File: src/rtl/ls1u_pkg.sv
// Shared LS1u definitions: XCR register map and interrupt-status bit layout.
package ls1u_pkg;

    localparam logic [2:0] XCR_IMASK  = 3'd0;
    localparam logic [2:0] XCR_VBASE0 = 3'd1;
    localparam logic [2:0] XCR_VBASE1 = 3'd2;
    localparam logic [2:0] XCR_VBASE2 = 3'd3;
    localparam logic [2:0] XCR_ISTAT  = 3'd4;
    localparam logic [2:0] XCR_ICUR   = 3'd5;
    localparam logic [2:0] XCR_IPEND  = 3'd6;

    localparam int ISTAT_OVF_BIT = 7;
    localparam int ISTAT_UNF_BIT = 6;

    // Channel number; value NCH (up to 8) is the "no ISR active" sentinel.
    typedef logic [3:0] ch_t;

    function automatic logic [7:0] istat_pack(input logic ovf, input logic unf,
                                              input logic [4:0] lvl);
        return {ovf, unf, 1'b0, lvl};
    endfunction

endpackage

File: src/rtl/ls1u_ctx_lifo.sv
// Context LIFO: DEPTH entries, pop has priority over push, top read is combinational.
module ls1u_ctx_lifo #(
    parameter int DEPTH = 4,
    parameter int W     = 52
) (
    input  logic         clk,
    input  logic         rst_n,
    input  logic         push,
    input  logic         pop,
    input  logic [W-1:0] wdata,
    output logic [W-1:0] top,
    output logic [4:0]   level,
    output logic         empty,
    output logic         full
);
    localparam int IW = (DEPTH > 1) ? $clog2(DEPTH) : 1;

    logic [W-1:0] mem [DEPTH];
    logic [4:0]   level_q, level_d;
    logic [4:0]   top_idx;
    logic         do_pop, do_push;

    assign empty   = (level_q == 5'd0);
    assign full    = (level_q == 5'(DEPTH));
    assign do_pop  = pop && !empty;
    assign do_push = push && !pop && !full;
    assign top_idx = level_q - 5'd1;

    always_comb begin
        level_d = level_q;
        if (do_pop)
            level_d = level_q - 5'd1;
        else if (do_push)
            level_d = level_q + 5'd1;
    end

    // Entries are not cleared on reset; an empty stack simply reads as zero.
    always_ff @(posedge clk or negedge rst_n) begin
        if (!rst_n)
            level_q <= 5'd0;
        else
            level_q <= level_d;
    end

    always_ff @(posedge clk) begin
        if (do_push)
            mem[level_q[IW-1:0]] <= wdata;
    end

    assign top   = empty ? '0 : mem[top_idx[IW-1:0]];
    assign level = level_q;

endmodule

File: src/rtl/ls1u_int_ctx_stack.sv
// Nested vectored interrupt controller for LS1u with a hardware context stack
// holding {return PC, data pointer, interrupted channel} per nesting level.
module ls1u_int_ctx_stack
    import ls1u_pkg::*;
#(
    parameter int NCH       = 8,
    parameter int DEPTH     = 4,
    parameter int AW        = 24,
    parameter int VEC_SHIFT = 4,
    parameter int SYNC      = 1
) (
    input  logic           clk,
    input  logic           rst_n,
    input  logic [NCH-1:0] irq,
    output logic           int_req,
    output logic [AW-1:0]  int_vec,
    input  logic           int_ack,
    input  logic [AW-1:0]  save_pc,
    input  logic [AW-1:0]  save_dp,
    input  logic           ret,
    output logic [AW-1:0]  ret_pc,
    output logic [AW-1:0]  ret_dp,
    output logic           in_isr,
    input  logic           xcr_cs,
    input  logic           xcr_we,
    input  logic [2:0]     xcr_a,
    input  logic [7:0]     xcr_wd,
    output logic [7:0]     xcr_rd
);
    localparam int W = 2*AW + 4;

    logic [NCH-1:0] irq_sync, pend;
    logic [NCH-1:0] mask_q, mask_d;
    logic [AW-1:0]  vbase_q, vbase_d;
    logic [AW-1:0]  int_vec_q, int_vec_d;
    ch_t            cur_ch_q, cur_ch_d, req_ch_q, sel, prev_ch;
    logic           int_req_q, int_req_d;
    logic           ovf_q, ovf_d, unf_q, unf_d;
    logic           prio_ok, eligible, do_push, do_pop, xcr_wr, stat_wr;
    logic [W-1:0]   top;
    logic [4:0]     level;
    logic           empty, full;

    generate
        if (SYNC != 0) begin : g_sync
            logic [NCH-1:0] s1_q, s2_q;
            always_ff @(posedge clk or negedge rst_n) begin
                if (!rst_n) begin
                    s1_q <= '0;
                    s2_q <= '0;
                end else begin
                    s1_q <= irq;
                    s2_q <= s1_q;
                end
            end
            assign irq_sync = s2_q;
        end else begin : g_nosync
            assign irq_sync = irq;
        end
    endgenerate

    assign pend = irq_sync & mask_q;

    always_comb begin
        sel = ch_t'(NCH);
        for (int i = NCH - 1; i >= 0; i--)
            if (pend[i]) sel = ch_t'(i);
    end

    // prio_ok without room on the stack is what raises OVF.
    assign prio_ok  = (pend != '0) && (sel < cur_ch_q);
    assign eligible = prio_ok && !full;
    assign do_pop   = ret && !empty;
    assign do_push  = int_ack && int_req_q && !ret;
    assign xcr_wr   = xcr_cs && xcr_we;
    assign stat_wr  = xcr_wr && (xcr_a == XCR_ISTAT);

    ls1u_ctx_lifo #(.DEPTH(DEPTH), .W(W)) u_lifo (
        .clk   (clk),
        .rst_n (rst_n),
        .push  (do_push),
        .pop   (ret),
        .wdata ({save_pc, save_dp, cur_ch_q}),
        .top   (top),
        .level (level),
        .empty (empty),
        .full  (full)
    );

    assign ret_pc  = top[W-1 -: AW];
    assign ret_dp  = top[AW+3 -: AW];
    assign prev_ch = top[3:0];

    always_comb begin
        mask_d    = mask_q;
        vbase_d   = vbase_q;
        cur_ch_d  = cur_ch_q;
        int_req_d = eligible && !do_push;
        int_vec_d = vbase_q + (AW'(sel) << VEC_SHIFT);
        ovf_d     = (ovf_q && !(stat_wr && xcr_wd[ISTAT_OVF_BIT])) || (prio_ok && full);
        unf_d     = (unf_q && !(stat_wr && xcr_wd[ISTAT_UNF_BIT])) || (ret && empty);
        if (xcr_wr && xcr_a == XCR_IMASK)
            mask_d = xcr_wd[NCH-1:0];
        for (int b = 0; b < AW; b++)
            if (xcr_wr && b / 8 < 3 && int'(xcr_a) == b / 8 + int'(XCR_VBASE0))
                vbase_d[b] = xcr_wd[b % 8];
        if (do_pop)
            cur_ch_d = prev_ch;
        else if (do_push)
            cur_ch_d = req_ch_q;
    end

    always_ff @(posedge clk or negedge rst_n) begin
        if (!rst_n) begin
            mask_q    <= '0;
            vbase_q   <= '0;
            cur_ch_q  <= ch_t'(NCH);
            req_ch_q  <= ch_t'(NCH);
            int_req_q <= 1'b0;
            int_vec_q <= '0;
            ovf_q     <= 1'b0;
            unf_q     <= 1'b0;
        end else begin
            mask_q    <= mask_d;
            vbase_q   <= vbase_d;
            cur_ch_q  <= cur_ch_d;
            req_ch_q  <= sel;
            int_req_q <= int_req_d;
            int_vec_q <= int_vec_d;
            ovf_q     <= ovf_d;
            unf_q     <= unf_d;
        end
    end

    always_comb begin
        xcr_rd = 8'h00;
        case (xcr_a)
            XCR_IMASK: xcr_rd = 8'(mask_q);
            XCR_VBASE0, XCR_VBASE1, XCR_VBASE2: begin
                for (int b = 0; b < AW; b++)
                    if (b / 8 + int'(XCR_VBASE0) == int'(xcr_a))
                        xcr_rd[b % 8] = vbase_q[b];
            end
            XCR_ISTAT: xcr_rd = istat_pack(ovf_q, unf_q, level);
            XCR_ICUR:  xcr_rd = 8'(cur_ch_q);
            XCR_IPEND: xcr_rd = 8'(pend);
            default:   xcr_rd = 8'h00;
        endcase
    end

    assign int_req = int_req_q;
    assign int_vec = int_vec_q;
    assign in_isr  = !empty;

endmodule

File: config.mk
export PLATFORM = sky130hd
export DESIGN_NAME = ls1u_int_ctx_stack
export DESIGN_NICKNAME = d
export VERILOG_FILES = /design/src/rtl/ls1u_pkg.sv /design/src/rtl/ls1u_ctx_lifo.sv /design/src/rtl/ls1u_int_ctx_stack.sv
export SDC_FILE = /design/constraint.sdc
export NUM_CORES = 1
export LEC_CHECK = 0
export ABC_AREA = 1
export BUFFER_PORTS_ARGS = -buffer_cell sky130_fd_sc_hd__buf_2
export CAP_MARGIN = 5
export CORE_MARGIN = 1.5
export CORE_UTILIZATION = 45
export DETAILED_ROUTE_END_ITERATION = 10
export PLACE_DENSITY_LB_ADDON = 0.1
export SETUP_SLACK_MARGIN = 0.3
export SLEW_MARGIN = 0
export SYNTH_ARGS = -nofsm -noshare
export SYNTH_HDL_FRONTEND = slang
export SYNTH_SLANG_ARGS = --single-unit
File: constraint.sdc
create_clock -name clk -period 8.8 [get_ports clk]
set_clock_uncertainty 0.2 [all_clocks]
set_input_delay 0.44 -clock clk [delete_from_list [all_inputs] [get_ports clk]]
set_output_delay 0.44 -clock clk [all_outputs]
set_load 0.05 [all_outputs]
* Yosys cells after proc, flatten, opt, wreduce, memory -nomap -nowiden
Memory sizes are Yosys's and may differ from the RTL's.
Cells that the tools add are included.
W data, S select, Z words.
** Cells by class
- Eq/ne operators :: 13
- $lt $le $gt $ge :: 1
- Add/sub/neg operators :: 3
- Reductions and logical operators :: 34
- Div/mod/pow operators :: 0
- Shift operators :: 0
- $mul :: 0
- Bitwise operators :: 1
- Muxes and demuxes :: 40
** Operator list (number)
- $mux W52 :: 1
- $mux W4 :: 10
- $pmux W8 S5 :: 1
- $mux W1 :: 26
- $add A24 B8 Y24 :: 1
- $logic_and A1 B1 Y1 :: 20
- $eq A3 B3 Y1 const B :: 5
- $mux W5 :: 2
- $eq A3 B2 Y1 const B :: 3
- $and A8 B8 Y8 :: 1
- $reduce_bool A8 Y1 :: 1
- $eq A3 B3 Y1 const A :: 2
- $logic_not A1 Y1 :: 6
- $add A5 B1 Y5 const B :: 1
- $eq A5 B3 Y1 const B :: 1
- $logic_not A5 Y1 :: 1
- $sub A5 B1 Y5 const B :: 1
- $lt A4 B4 Y1 :: 1
- $reduce_bool A2 Y1 :: 2
- $eq A2 B3 Y1 const A :: 1
- $eq A3 B1 Y1 const B :: 1
- $logic_not A3 Y1 :: 1
- $reduce_or A3 Y1 :: 1
- $logic_or A1 B1 Y1 :: 2
** Storage, ports and cells
- Memory bits (read-only) :: 0
- Word-level logic and storage cells :: 106
- Bits in writable memories :: 208
- Latch bits :: 0
- Input port bits :: 73
- Output and inout port bits :: 82
- Memories :: 1
- Flip-flop bits (word level) :: 88
** Memory list
- u_lifo.mem :: depth 4, width 52, rd ports 1, clocked after memory_dff 0, write ports 1, line ls1u_ctx_lifo.sv:18 : logic [W-1:0] mem [DEPTH];

* Depth between registers and ports, before layout
- Depth after elaboration :: 13
- Gate-level depth with buffers :: 19
- Gate-level depth less buffers :: 19

* By module
From an unflattened synthesis, not the netlist that was laid out.
** Second synthesis, totals
- Cell total of the unflattened synthesis :: 1056
- Area, all modules :: 12219.2 µm²
** By module, submodules not included
- ls1u_ctx_lifo :: cells each 688, area each 8550.7 µm², seq. area each 6371.1 µm², times used 1
- ls1u_int_ctx_stack :: cells each 368, area each 3668.5 µm², seq. area each 2079.5 µm², times used 1

* Least setup slack after synthesis
Ideal clock, no wire load.
- Kind :: register to register
- From :: register u_lifo.level_q[0] (netlist: u_lifo.level[0])
- To :: register u_lifo.level_q[4] (netlist: u_lifo.level[4])
- Arrival :: 4266 ps
- Buffers on the path :: 3
- Cell stages (with the launch flop) :: 12
- Period minus slack after synthesis :: 4546 ps
- Required time :: 8521 ps
- Setup time :: 79 ps
- Path slack :: 4254 ps
- Path through :: dfrtp_1 > buf_2 > inv_2 > buf_2 > clkbuf_1 > ha_1 > nand4_2 > nand4_2 > nor2_1 > nand3_1 > o31ai_1 > xor2_1
** On the way
- Cells in the longest elaborated chain, start to end :: 4
- Elaborated cells on any way between the ends :: 11
- Classes of those cells :: 2 x add/sub; 1 x eq/ne; 2 x mux; 6 x reduce/logical
** Ends and longest elaborated chain
- start: declaration :: line ls1u_ctx_lifo.sv:19 : logic [4:0] level_q, level_d;
- start signal: assignment :: line ls1u_ctx_lifo.sv:42 : level_q <= level_d;
- parallel branches: the longest is 4 deep, another holds $add A5 B1 Y5
Parallel ways; which one is timed is not known. The select of a mux whose other input is x is not followed.
A chain may end at the register's enable or synchronous reset.

* Final worst setup path
- From :: register u_lifo.level_q[0] (netlist: u_lifo.level[0])
- To :: output ret_pc[10]
** On the way
- Cells in the longest elaborated chain, start to end :: 3
- Elaborated cells on any way between the ends :: 4
- Classes of those cells :: 1 x add/sub; 1 x mux; 1 x reduce/logical; 1 x memory
** Ends and longest elaborated chain
- $sub A5 B1 Y5 :: line ls1u_ctx_lifo.sv:27 : assign top_idx = level_q - 5'd1;
- $mem_v2 Z4 W52
- $mux W52 * :: line ls1u_ctx_lifo.sv:50 : assign top = empty ? '0 : mem[top_idx[IW-1:0]];
- end: declaration :: line ls1u_int_ctx_stack.sv:21 : output logic [AW-1:0] ret_pc,
Mark *: on every way between the ends. The rest lies on a longest branch, timed or not.

==> metrics.yaml <==
grt-ovfl-total: 0
crit_top_cell: "inv_2"
hold_end: "vbase_q[5]"
period_share_pct: 41.4
num-fill-cells: 2224
crit_arrival_ns: 3.01
vdd_drop_max_mv: 0.402
finalWirelength_mm: 26.8
gp_congestion: 0.865
async_reset_ff_share_pct: 29.7
drive_gt1_share_pct: 20.2
whs_ns: 0.0218
required_ns: 8.16
slew_viol_final: 0
ys_seq_area_share_pct: 70.6
layout_common_cells: "nor2_1 (221), edfxtp_1 (208), buf_2 (153)"
area_delta_synth_final_pct: 23.7
ant_nets: 0
dp_slack_ns: 5.54
ios: 155
register_area_um2: 8450
holdCritStartpoint: "xcr_wd[5]"
synth.net_count: 1112
cp_slowest_stage_delay_ns: 0.80
cts-resized-gates: 0
fin_crit_ns: 3.65
wire_per_inst_um: 16.8
rsz0062_at_grt: "false"
min_path_type: "input pin to flip-flop"
initial_core_util_pct: 45.9
track_usage_pct: 19.5
multi_input_area_um2: 3160
cpLargestDelayFamily: "buffers and inverters"
dr.pass1.iters: 5
ys_ff_latch: 296
die-area_um2: 27600
cp_num_cells: 7
crit_fanout: 52
fp-row-count: 59
r2r-start: "u_lifo.level[0]"
power.leakage_nw: 5.92
yosys_most_used_dff: "edfxtp_1"
cap_viol_max_count: 0
core-area_um2: 26100
yosysUniqueCellTypes: 38
hpwlAfterDp_mm: 15.6
worstMarginPinSlew_ns: 1.12
maxSlewHeadroom_pct: 25.3
p_per_area_nw_per_um2: 398
drc_errors: 0
cts_made_buffers: 30
grt_pass1_vias: 8091
grt_pass1_wl_mm: 42.9
antenna_cells: 0
setup_violations: 0
crit_buf_inv: 3
path_cells: "inv_2 -> ha_2 -> inv_2 -> nor2_1 -> o21ai_0 -> a21oi_1 -> buf_2"
synth_warnings: 0
synth-edff-count: 208
vias_per_cell: 5.14
end_kind: "output pin"
htree_levels: 1
max_freq_ghz: 0.274
placed_area_um2: 13100
criticalPathCategory: "flip-flop to output pin"
worst_path_max_delay_cell: "inv_2"
design_area_um2: 14800
layout_setup_ws_ns: 5.15
insertion_delay_ns: 0.54
antenna_found_initial: 0
fp.dieH_um: 166
io_buffers: 154
dp.cells: 1478
path_clk_slew_ns: 0.06
ff2ff_setup_slack_ns: 5.62
synthCells: 1026
final_cells: 1592
clock_path_buffers: 3
avgSynthCellArea_um2: 11.7
timing_hold_violations_final: 0
nNetsFinal: 1319
cts_root_buffer: "clkbuf_16"
status: "finished clean"
hold_depth: 3
fin_setup_tns_ns: 0
final_common_cell: "nor2_1"
drt-initial-drc-count: 626
critPathLaunchType: "flip-flop"
via_count: 8186
die_x_um: 166
r2r_cells: 6
cts_tree: "yes"
netlist_area_um2: 12000
grt_max_degree: 108
cts_sinks: 296
r2r-end: "u_lifo.mem[2][9]"
==> final cells by class <==
cell class	count	share of cell area (%)
flip-flops and latches	296	57.1
well taps	335	2.83
repair buffers	220	9.55
clock buffers	39	6.29
multi-input cells	631	21.3
clock inverters	17	1.55
inverters	54	1.37
==> cell families (layout without fill, tap and decap cells) <==
family                   Yosys count  count (layout)  share of synthesized area, %
buffers and inverters             99             330                          3.27
adder cells (fa/ha/maj)           13              13                          1.42
AND/OR/NAND/NOR                  364             364                          12.7
XOR/XNOR                          22              22                          1.61
AO/OA/AOI/OAI                    232             232                          10.4
flip-flops                       296             296                          70.6
==> worst reg2reg max path, delay by kind of cell (launching register included) <==
| family | cells | cell delay (ns) |
|---|---|---|
| adders and majority gates | 1 | 0.28 |
| buffers and inverters | 4 | 1.55 |
| DFF | 1 | 0.62 |
| and+or+nand+nor | 1 | 0.09 |
==> layer usage <==
layer  vias up  routed length [µm]  global-route usage, %
met5         -                   0                      0
met4         0                 485                   4.94
met3        42                1370                   2.98
met2       202               13100                   33.0
met1      3961               11800                   26.4
li1       3981                   -                      -
==> synth_stat cells (all sizes together), types with 7 or more instances <==
cell type | count | share of area, %
buf | 21 | 0.83
ha | 12 | 1.3
nand2 | 104 | 3.3
o21ai | 149 | 6.3
edfxtp | 208 | 52
clkbuf | 24 | 0.75
o22ai | 8 | 0.42
inv | 54 | 1.7
nor3 | 8 | 0.65
dfrtp | 86 | 18
xor2 | 19 | 1.4
nand4 | 7 | 0.60
nand3 | 15 | 0.75
a21oi | 55 | 2.3
nor2 | 230 | 7.4
==> how the worst max path moves through the flow <==
stage,start,endpoint,slack (ns)
global placement,u_lifo.level[0],u_lifo.mem[2][13],5.53
CTS,u_lifo.level[0],ret_pc[10],5.09
floorplan,u_lifo.level[0],u_lifo.level[4],4.25
finish,u_lifo.level[0],ret_pc[10],5.15
global route,u_lifo.level[0],ret_dp[4],4.91
detailed placement,u_lifo.level[0],u_lifo.mem[2][13],5.54
==> power breakdown <==
group / switching (mW) / leakage (nW) / internal (mW) / total (mW)
logic: 2.05 / 2.38 / 0.643 / 2.70
clock network: 0.525 / 0.576 / 0.896 / 1.42
registers: 0.118 / 2.96 / 1.67 / 1.78
total: 2.70 / 5.92 / 3.20 / 5.90
==> per-stage QoR <==
| step | power (mW) | utilization [%] |
|---|---|---|
| 2_1_floorplan | 3.84 | - |
| 3_3_place_gp | 4.49 | 50.1 |
| 3_5_place_dp | 4.51 | 50.1 |
| 4_1_cts | 5.96 | 56.8 |
| 5_1_grt | 6.24 | 56.8 |
| 6_report | 5.90 | 56.8 |
==> timing repair <==
action | 4_1_cts | 5_1_grt
endpoints found under the hold margin | 234 | 0
setup buffers | 0 | 0
hold buffers | 58 | 0
==> sequential cells by signal, summed over array words and instances, names as in the netlist, 4 cells and up <==
name	count
u_lifo.mem	208
int_vec	24
vbase_q	24
g_sync.s1_q	8
g_sync.s2_q	8
mask_q	8
u_lifo.level	5
cur_ch_q	4
req_ch_q	4
(Power assumes the default switching activity.)
